===== src/rtl/cpu_run_monitor.sv =====
// Run supervisor for a small CPU core: sequences CPU reset and run, stops on
// EBREAK/ECALL/bad PC/instruction limit, and logs data stores into a show-ahead FIFO.
module cpu_run_monitor #(
  parameter int unsigned PROGRAM_WORDS    = 256,
  parameter int unsigned MAX_INSTRUCTIONS = 256,
  parameter int unsigned LOG_DEPTH        = 8
) (
  input  logic        clock,
  input  logic        reset_n,
  input  logic        start,
  input  logic [31:0] instruction,
  input  logic [31:0] program_counter,
  input  logic        memory_write_en,
  input  logic [31:0] memory_address,
  input  logic [31:0] memory_write_value,
  output logic        cpu_reset_n,
  output logic        cpu_run,
  output logic        running,
  output logic        done,
  output logic [2:0]  stop_cause,
  output logic [31:0] stop_pc,
  output logic [15:0] instr_count,
  output logic        log_valid,
  input  logic        log_ready,
  output logic [31:0] log_address,
  output logic [31:0] log_data,
  output logic        log_overflow
);

  localparam int unsigned PTR_W = $clog2(LOG_DEPTH);
  localparam int unsigned CNT_W = $clog2(LOG_DEPTH + 1);

  localparam logic [31:0] INSN_EBREAK = 32'h0010_0073;
  localparam logic [31:0] INSN_ECALL  = 32'h0000_0073;
  localparam logic [31:0] PC_WORDS    = 32'(PROGRAM_WORDS);
  localparam logic [15:0] INSN_LIMIT  = 16'(MAX_INSTRUCTIONS);
  localparam logic [CNT_W-1:0] LOG_FULL = CNT_W'(LOG_DEPTH);

  localparam logic [2:0] CAUSE_NONE     = 3'd0;
  localparam logic [2:0] CAUSE_EBREAK   = 3'd1;
  localparam logic [2:0] CAUSE_ECALL    = 3'd2;
  localparam logic [2:0] CAUSE_RANGE    = 3'd3;
  localparam logic [2:0] CAUSE_LIMIT    = 3'd4;
  localparam logic [2:0] CAUSE_MISALIGN = 3'd5;

  typedef enum logic [1:0] {IDLE, CPU_RST, RUN, DONE} state_t;

  typedef struct packed {
    logic [31:0] address;
    logic [31:0] data;
  } log_entry_t;

  state_t state, next_state;
  logic   start_run;
  logic   stop_hit;
  logic [2:0] stop_code;

  logic [PTR_W-1:0] wr_ptr, rd_ptr;
  logic [CNT_W-1:0] log_count, count_next;
  logic push, pop, log_full, push_ok, drop;
  log_entry_t log_mem [LOG_DEPTH];
  log_entry_t head;

  // Stop conditions, highest priority first; evaluated on the live CPU inputs.
  always_comb begin
    stop_hit  = 1'b1;
    stop_code = CAUSE_NONE;
    if (program_counter[1:0] != 2'b00)
      stop_code = CAUSE_MISALIGN;
    else if ({2'b00, program_counter[31:2]} >= PC_WORDS)
      stop_code = CAUSE_RANGE;
    else if (instruction == INSN_EBREAK)
      stop_code = CAUSE_EBREAK;
    else if (instruction == INSN_ECALL)
      stop_code = CAUSE_ECALL;
    else if (instr_count == INSN_LIMIT)
      stop_code = CAUSE_LIMIT;
    else
      stop_hit = 1'b0;
  end

  always_comb begin
    next_state = state;
    start_run  = 1'b0;
    cpu_run    = 1'b0;
    case (state)
      IDLE, DONE: begin
        if (start) begin
          next_state = CPU_RST;
          start_run  = 1'b1;
        end
      end
      CPU_RST: next_state = RUN;
      RUN: begin
        cpu_run = !stop_hit;
        if (stop_hit) next_state = DONE;
      end
      default: next_state = IDLE;
    endcase
  end

  // State-decoded outputs are registered from next_state so they track state exactly.
  always_ff @(posedge clock or negedge reset_n) begin
    if (!reset_n) begin
      state       <= IDLE;
      running     <= 1'b0;
      done        <= 1'b0;
      cpu_reset_n <= 1'b0;
    end else begin
      state       <= next_state;
      running     <= (next_state == RUN);
      done        <= (next_state == DONE);
      cpu_reset_n <= (next_state != CPU_RST);
    end
  end

  always_ff @(posedge clock or negedge reset_n) begin
    if (!reset_n) begin
      instr_count <= '0;
      stop_cause  <= CAUSE_NONE;
      stop_pc     <= '0;
    end else if (start_run) begin
      instr_count <= '0;
      stop_cause  <= CAUSE_NONE;
      stop_pc     <= '0;
    end else begin
      if (cpu_run) instr_count <= instr_count + 16'd1;
      if (state == RUN && stop_hit) begin
        stop_cause <= stop_code;
        stop_pc    <= program_counter;
      end
    end
  end

  // A pop frees the slot in the same cycle, so a full log still accepts the store.
  always_comb begin
    push       = cpu_run && memory_write_en;
    pop        = log_valid && log_ready;
    log_full   = (log_count == LOG_FULL);
    push_ok    = push && (!log_full || pop);
    drop       = push && log_full && !pop;
    count_next = log_count + CNT_W'(push_ok) - CNT_W'(pop);
  end

  always_ff @(posedge clock or negedge reset_n) begin
    if (!reset_n) begin
      wr_ptr       <= '0;
      rd_ptr       <= '0;
      log_count    <= '0;
      log_valid    <= 1'b0;
      log_overflow <= 1'b0;
    end else if (start_run) begin
      wr_ptr       <= '0;
      rd_ptr       <= '0;
      log_count    <= '0;
      log_valid    <= 1'b0;
      log_overflow <= 1'b0;
    end else begin
      if (push_ok) wr_ptr <= wr_ptr + PTR_W'(1);
      if (pop)     rd_ptr <= rd_ptr + PTR_W'(1);
      log_count <= count_next;
      log_valid <= (count_next != '0);
      if (drop) log_overflow <= 1'b1;
    end
  end

  always_ff @(posedge clock) begin
    if (push_ok) log_mem[wr_ptr] <= '{address: memory_address, data: memory_write_value};
  end

  assign head        = log_mem[rd_ptr];
  assign log_address = head.address;
  assign log_data    = head.data;

endmodule


===== config.mk =====
export PLATFORM = sky130hd
export DESIGN_NAME = cpu_run_monitor
export DESIGN_NICKNAME = d
export VERILOG_FILES = /design/src/rtl/cpu_run_monitor.sv
export SDC_FILE = /design/constraint.sdc
export NUM_CORES = 1
export LEC_CHECK = 0
export BUFFER_PORTS_ARGS = -buffer_cell sky130_fd_sc_hd__clkbuf_2
export CORE_UTILIZATION = 60
export CTS_BUF_LIST = sky130_fd_sc_hd__clkbuf_4
export DETAILED_ROUTE_END_ITERATION = 8
export GPL_TIMING_DRIVEN = 0
export PLACE_DENSITY = 0.81
export SKIP_LAST_GASP = 1
export SYNTH_ARGS = -nofsm -noshare
export SYNTH_HDL_FRONTEND = slang
export SYNTH_SLANG_ARGS = --single-unit

===== constraint.sdc =====
create_clock -name clock -period 9.57 [get_ports clock]
set_input_delay 1.4355 -clock clock [delete_from_list [all_inputs] [get_ports clock]]
set_output_delay 1.4355 -clock clock [all_outputs]
set_load 0.005 [all_outputs]

==> flow_summary.json <==
{
  "synth_flop_cell": "sky130_fd_sc_hd__edfxtp_1",
  "p_switching_uw": 1890,
  "skew_ps": 53.2,
  "yosys.cell_types.count": 55,
  "internal-power_uw": 4730,
  "tns_ps": 0,
  "rsz0062_at_grt": "false",
  "postRouteWirelength_um": 49900,
  "core-area_um2": 37000,
  "synth.area.top_cells": "sky130_fd_sc_hd__edfxtp_1 68%, sky130_fd_sc_hd__mux4_2 13%, sky130_fd_sc_hd__dfrtp_1 7.5%",
  "clock-root-buffer": "sky130_fd_sc_hd__clkbuf_4",
  "status": "finished clean",
  "synth.yosys.warnings": 0,
  "layout.cells.most_common": "sky130_fd_sc_hd__edfxtp_1",
  "detail_route.vias_per_cell": 5.95,
  "drt-wirelength-per-cell_um": 22.9,
  "seq_area_frac_synth_pct": 75.1,
  "holdBufCountCts": 0,
  "fmax_mhz": 197,
  "timing.rr.start": "instr_count[0]",
  "grt_antenna_before_repair": 6,
  "critical_path.max_fanout": 10,
  "post_cts.repair.setup_buffers": 0,
  "synthDominantAreaCellType": "sky130_fd_sc_hd__edfxtp_1",
  "place_hpwl_um": 32200,
  "cpPeakStageDelay_ps": 840,
  "post_route_fraction_of_the_period_consumed_by_the_critical_path_pct": 53.0,
  "detailroute.via_count": 13000,
  "first_global_vias": 13500,
  "final_antenna_net_count": 0,
  "worstMarginPinSlew_ps": 1040,
  "maxSlewViolCount": 0,
  "mostFrequentLayoutCells": "512 x sky130_fd_sc_hd__edfxtp_1, 254 x sky130_fd_sc_hd__clkbuf_2, 205 x sky130_fd_sc_hd__clkbuf_4",
  "post_route_cells_drive_above_1_share_pct": 42.7,
  "worstPathRequired_ps": 8130,
  "worst_setup_path_start": "rd_ptr[0]",
  "buffer_levels_on_the_longest_clock_path": 3,
  "io_pins": 254,
  "cts.htree.levels": 4,
  "mappedNetlistArea_um2": 22700,
  "timing.critical_path.buf_inv": 3,
  "drtIter0Drc": 1033,
  "port_buffers": 253,
  "reg_power_share_pct": 44.0,
  "dp.cells": 1932,
  "fin_hold_ws_ps": 482,
  "placement_rows": 70,
  "synth_edf_count": 512,
  "die-height_um": 197,
  "tritoncts": "built",
  "power.combinational.fraction_pct": 26.4,
  "critical_path_class": "flop to output port",
  "synth.ff_latch_count": 580,
  "power.ir.vdd_worst_mv": 0.142,
  "synth.net_count": 1287,
  "filler_cell_count": 2271,
  "netlist_instances": 1144,
  "path_clk_slew_ps": 70,
  "start_util_pct": 61.5,
  "power.density_nw_per_um2": 245,
  "fin_cells": 2181,
  "cts.repair.resized": 0,
  "pin_count_of_the_biggest_net_entering_global_routing": 57,
  "clock_sinks": 580,
  "globalRouteOverflowTotal": 0,
  "post-route-drc-count": 0,
  "design.die.area_um2": 38700,
  "power.clock.fraction_pct": 29.5,
  "globalRouteTotalUtil_pct": 26.6,
  "async_reset_ff_share_pct": 11.7,
  "critical-path-top-delay-family": "buffers and inverters",
  "cts_inserted_buffers": 144,
  "worst_hold_path_type": "input port to asynchronous set/reset pin",
  "critPathArrivalTime_ps": 3640,
  "report.final.hold_viol_count": 0,
  "layout.core_utilization_pct": 73.1,
  "setup_violations": 0,
  "fp.dieW_um": 197,
  "netlist.area_leader.share_pct": 67.6,
  "gpl.final_weighted_congestion": 0.905,
  "areaGrowthSynthToFinish_pct": 18.8,
  "setup.worst_path.end_class": "output port",
  "critical-path-slowest-cell": "sky130_fd_sc_hd__buf_1",
  "finish.net_count": 1717,
  "post_synthesis_mean_instance_area_um2": 19.9,
  "path_cells": "clkbuf_1 > buf_1 > mux4_2 > mux2_2 > clkbuf_2",
  "period_minus_slack_ps": 5070,
  "number_of_maximum_capacitance_constraint_violations": 0,
  "sw_frac_of_total_pct": 28.6,
  "drt_pass1_iterations": 6,
  "later_pin_clock_latency_in_the_skew_report_ps": 830,
  "leakagePower_uw": 0.00949,
  "grt_first_pass_wirelength_um": 75500,
  "timing.slew.headroom_pct": 30.9,
  "category_of_the_worst_setup_path_launch_point": "flop"
}
==> logic make-up (layout without fill, tap and decap cells) <==
logic type / after synthesis / count (layout) / share of synthesized area, %
AO/OA/AOI/OAI: 128 / 128 / 3.34
adder cells (fa/ha/maj): 10 / 10 / 0.584
AND/OR/NAND/NOR: 156 / 156 / 3.63
multiplexers: 193 / 193 / 15.9
XOR/XNOR: 4 / 4 / 0.154
flip-flops: 580 / 580 / 75.1
other: 0 / 4 / 0
buffers and inverters: 73 / 602 / 1.27
==> cells in the mapped netlist, types with 12 or more instances <==
cell type	number
sky130_fd_sc_hd__a21oi_1	49
sky130_fd_sc_hd__nor2_1	24
sky130_fd_sc_hd__mux4_2	128
sky130_fd_sc_hd__edfxtp_1	512
sky130_fd_sc_hd__nand2_1	41
sky130_fd_sc_hd__inv_1	13
sky130_fd_sc_hd__mux2_2	64
sky130_fd_sc_hd__clkbuf_1	39
sky130_fd_sc_hd__dfrtp_1	68
sky130_fd_sc_hd__nand3_1	24
sky130_fd_sc_hd__nor4_1	12
sky130_fd_sc_hd__o21ai_0	45
==> registers in the layout, summed over array words and instances (netlist names) <==
name	flops
rd_ptr	3
log_valid	1
instr_count	16
cpu_reset_n	1
wr_ptr	3
stop_pc	32
done	1
running	1
log_overflow	1
stop_cause	3
log_mem	512
log_count	4
state	2
==> area by class of cell <==
| cell class | count | area (um2) | area share [%] |
|---|---|---|---|
| clock inverters | 41 | 210 | 0.778 |
| repair buffers | 284 | 1840 | 6.83 |
| inverters | 13 | 48.8 | 0.181 |
| well taps | 504 | 631 | 2.33 |
| flip-flops and latches | 580 | 17100 | 63.2 |
| plain buffers | 60 | 239 | 0.885 |
| multi-input cells | 491 | 5420 | 20.1 |
| diodes | 4 | 10.0 | 0.0371 |
| clock buffers | 204 | 1530 | 5.67 |
==> final timing paths <==
kind | to | slack, ps | cells past startpoint
worst max-delay path | log_address[4] | 4500 | 5
worst min-delay path | instr_count[6] | 480 | 1
worst max register to register | log_mem[1][28] | 5750 | 10
worst min register to register | stop_cause[2] | 540 | 2
max in group asynchronous | stop_pc[5] | 8510 | 2
min in group clock | stop_cause[2] | 540 | 2
==> power by group through the flow <==
stage	Sequential [uW]	Combinational (uW)	Clock [uW]
finish	2920	1750	1960
floorplan	2960	1110	0
CTS	2920	1780	2000
detailed placement	2970	1770	0
global route	2930	1900	2130
global placement	2960	1730	0
==> through the flow <==
stage               area (um2)  power, uW  setup WS (ps)
detailed placement       25300       4740           4620
CTS                      27000       6700           4360
floorplan                22700       4070           1910
global placement         24600       4690          -2840
finish                   27000       6630           4500
global route             27000       6950           4290
==> worst register-to-register path: cells and delay by family (launching register included) <==
kind / cells / cell delay [ps]
simple gates: 4 / 1640
buf+inv: 4 / 670
compound gates: 1 / 540
flops: 1 / 440
fa+ha+maj: 1 / 200
==> metal layers <==
layer	part of all wire (%)	GRT usage [%]	vias to the layer above
li1	-	-	5691
met1	40	34.9	6605
met2	51	43.2	596
met3	7.9	6.86	72
met4	1.8	10.6	4
met5	0.060	0	-
Note: power is estimated with default switching activity, not from simulation.
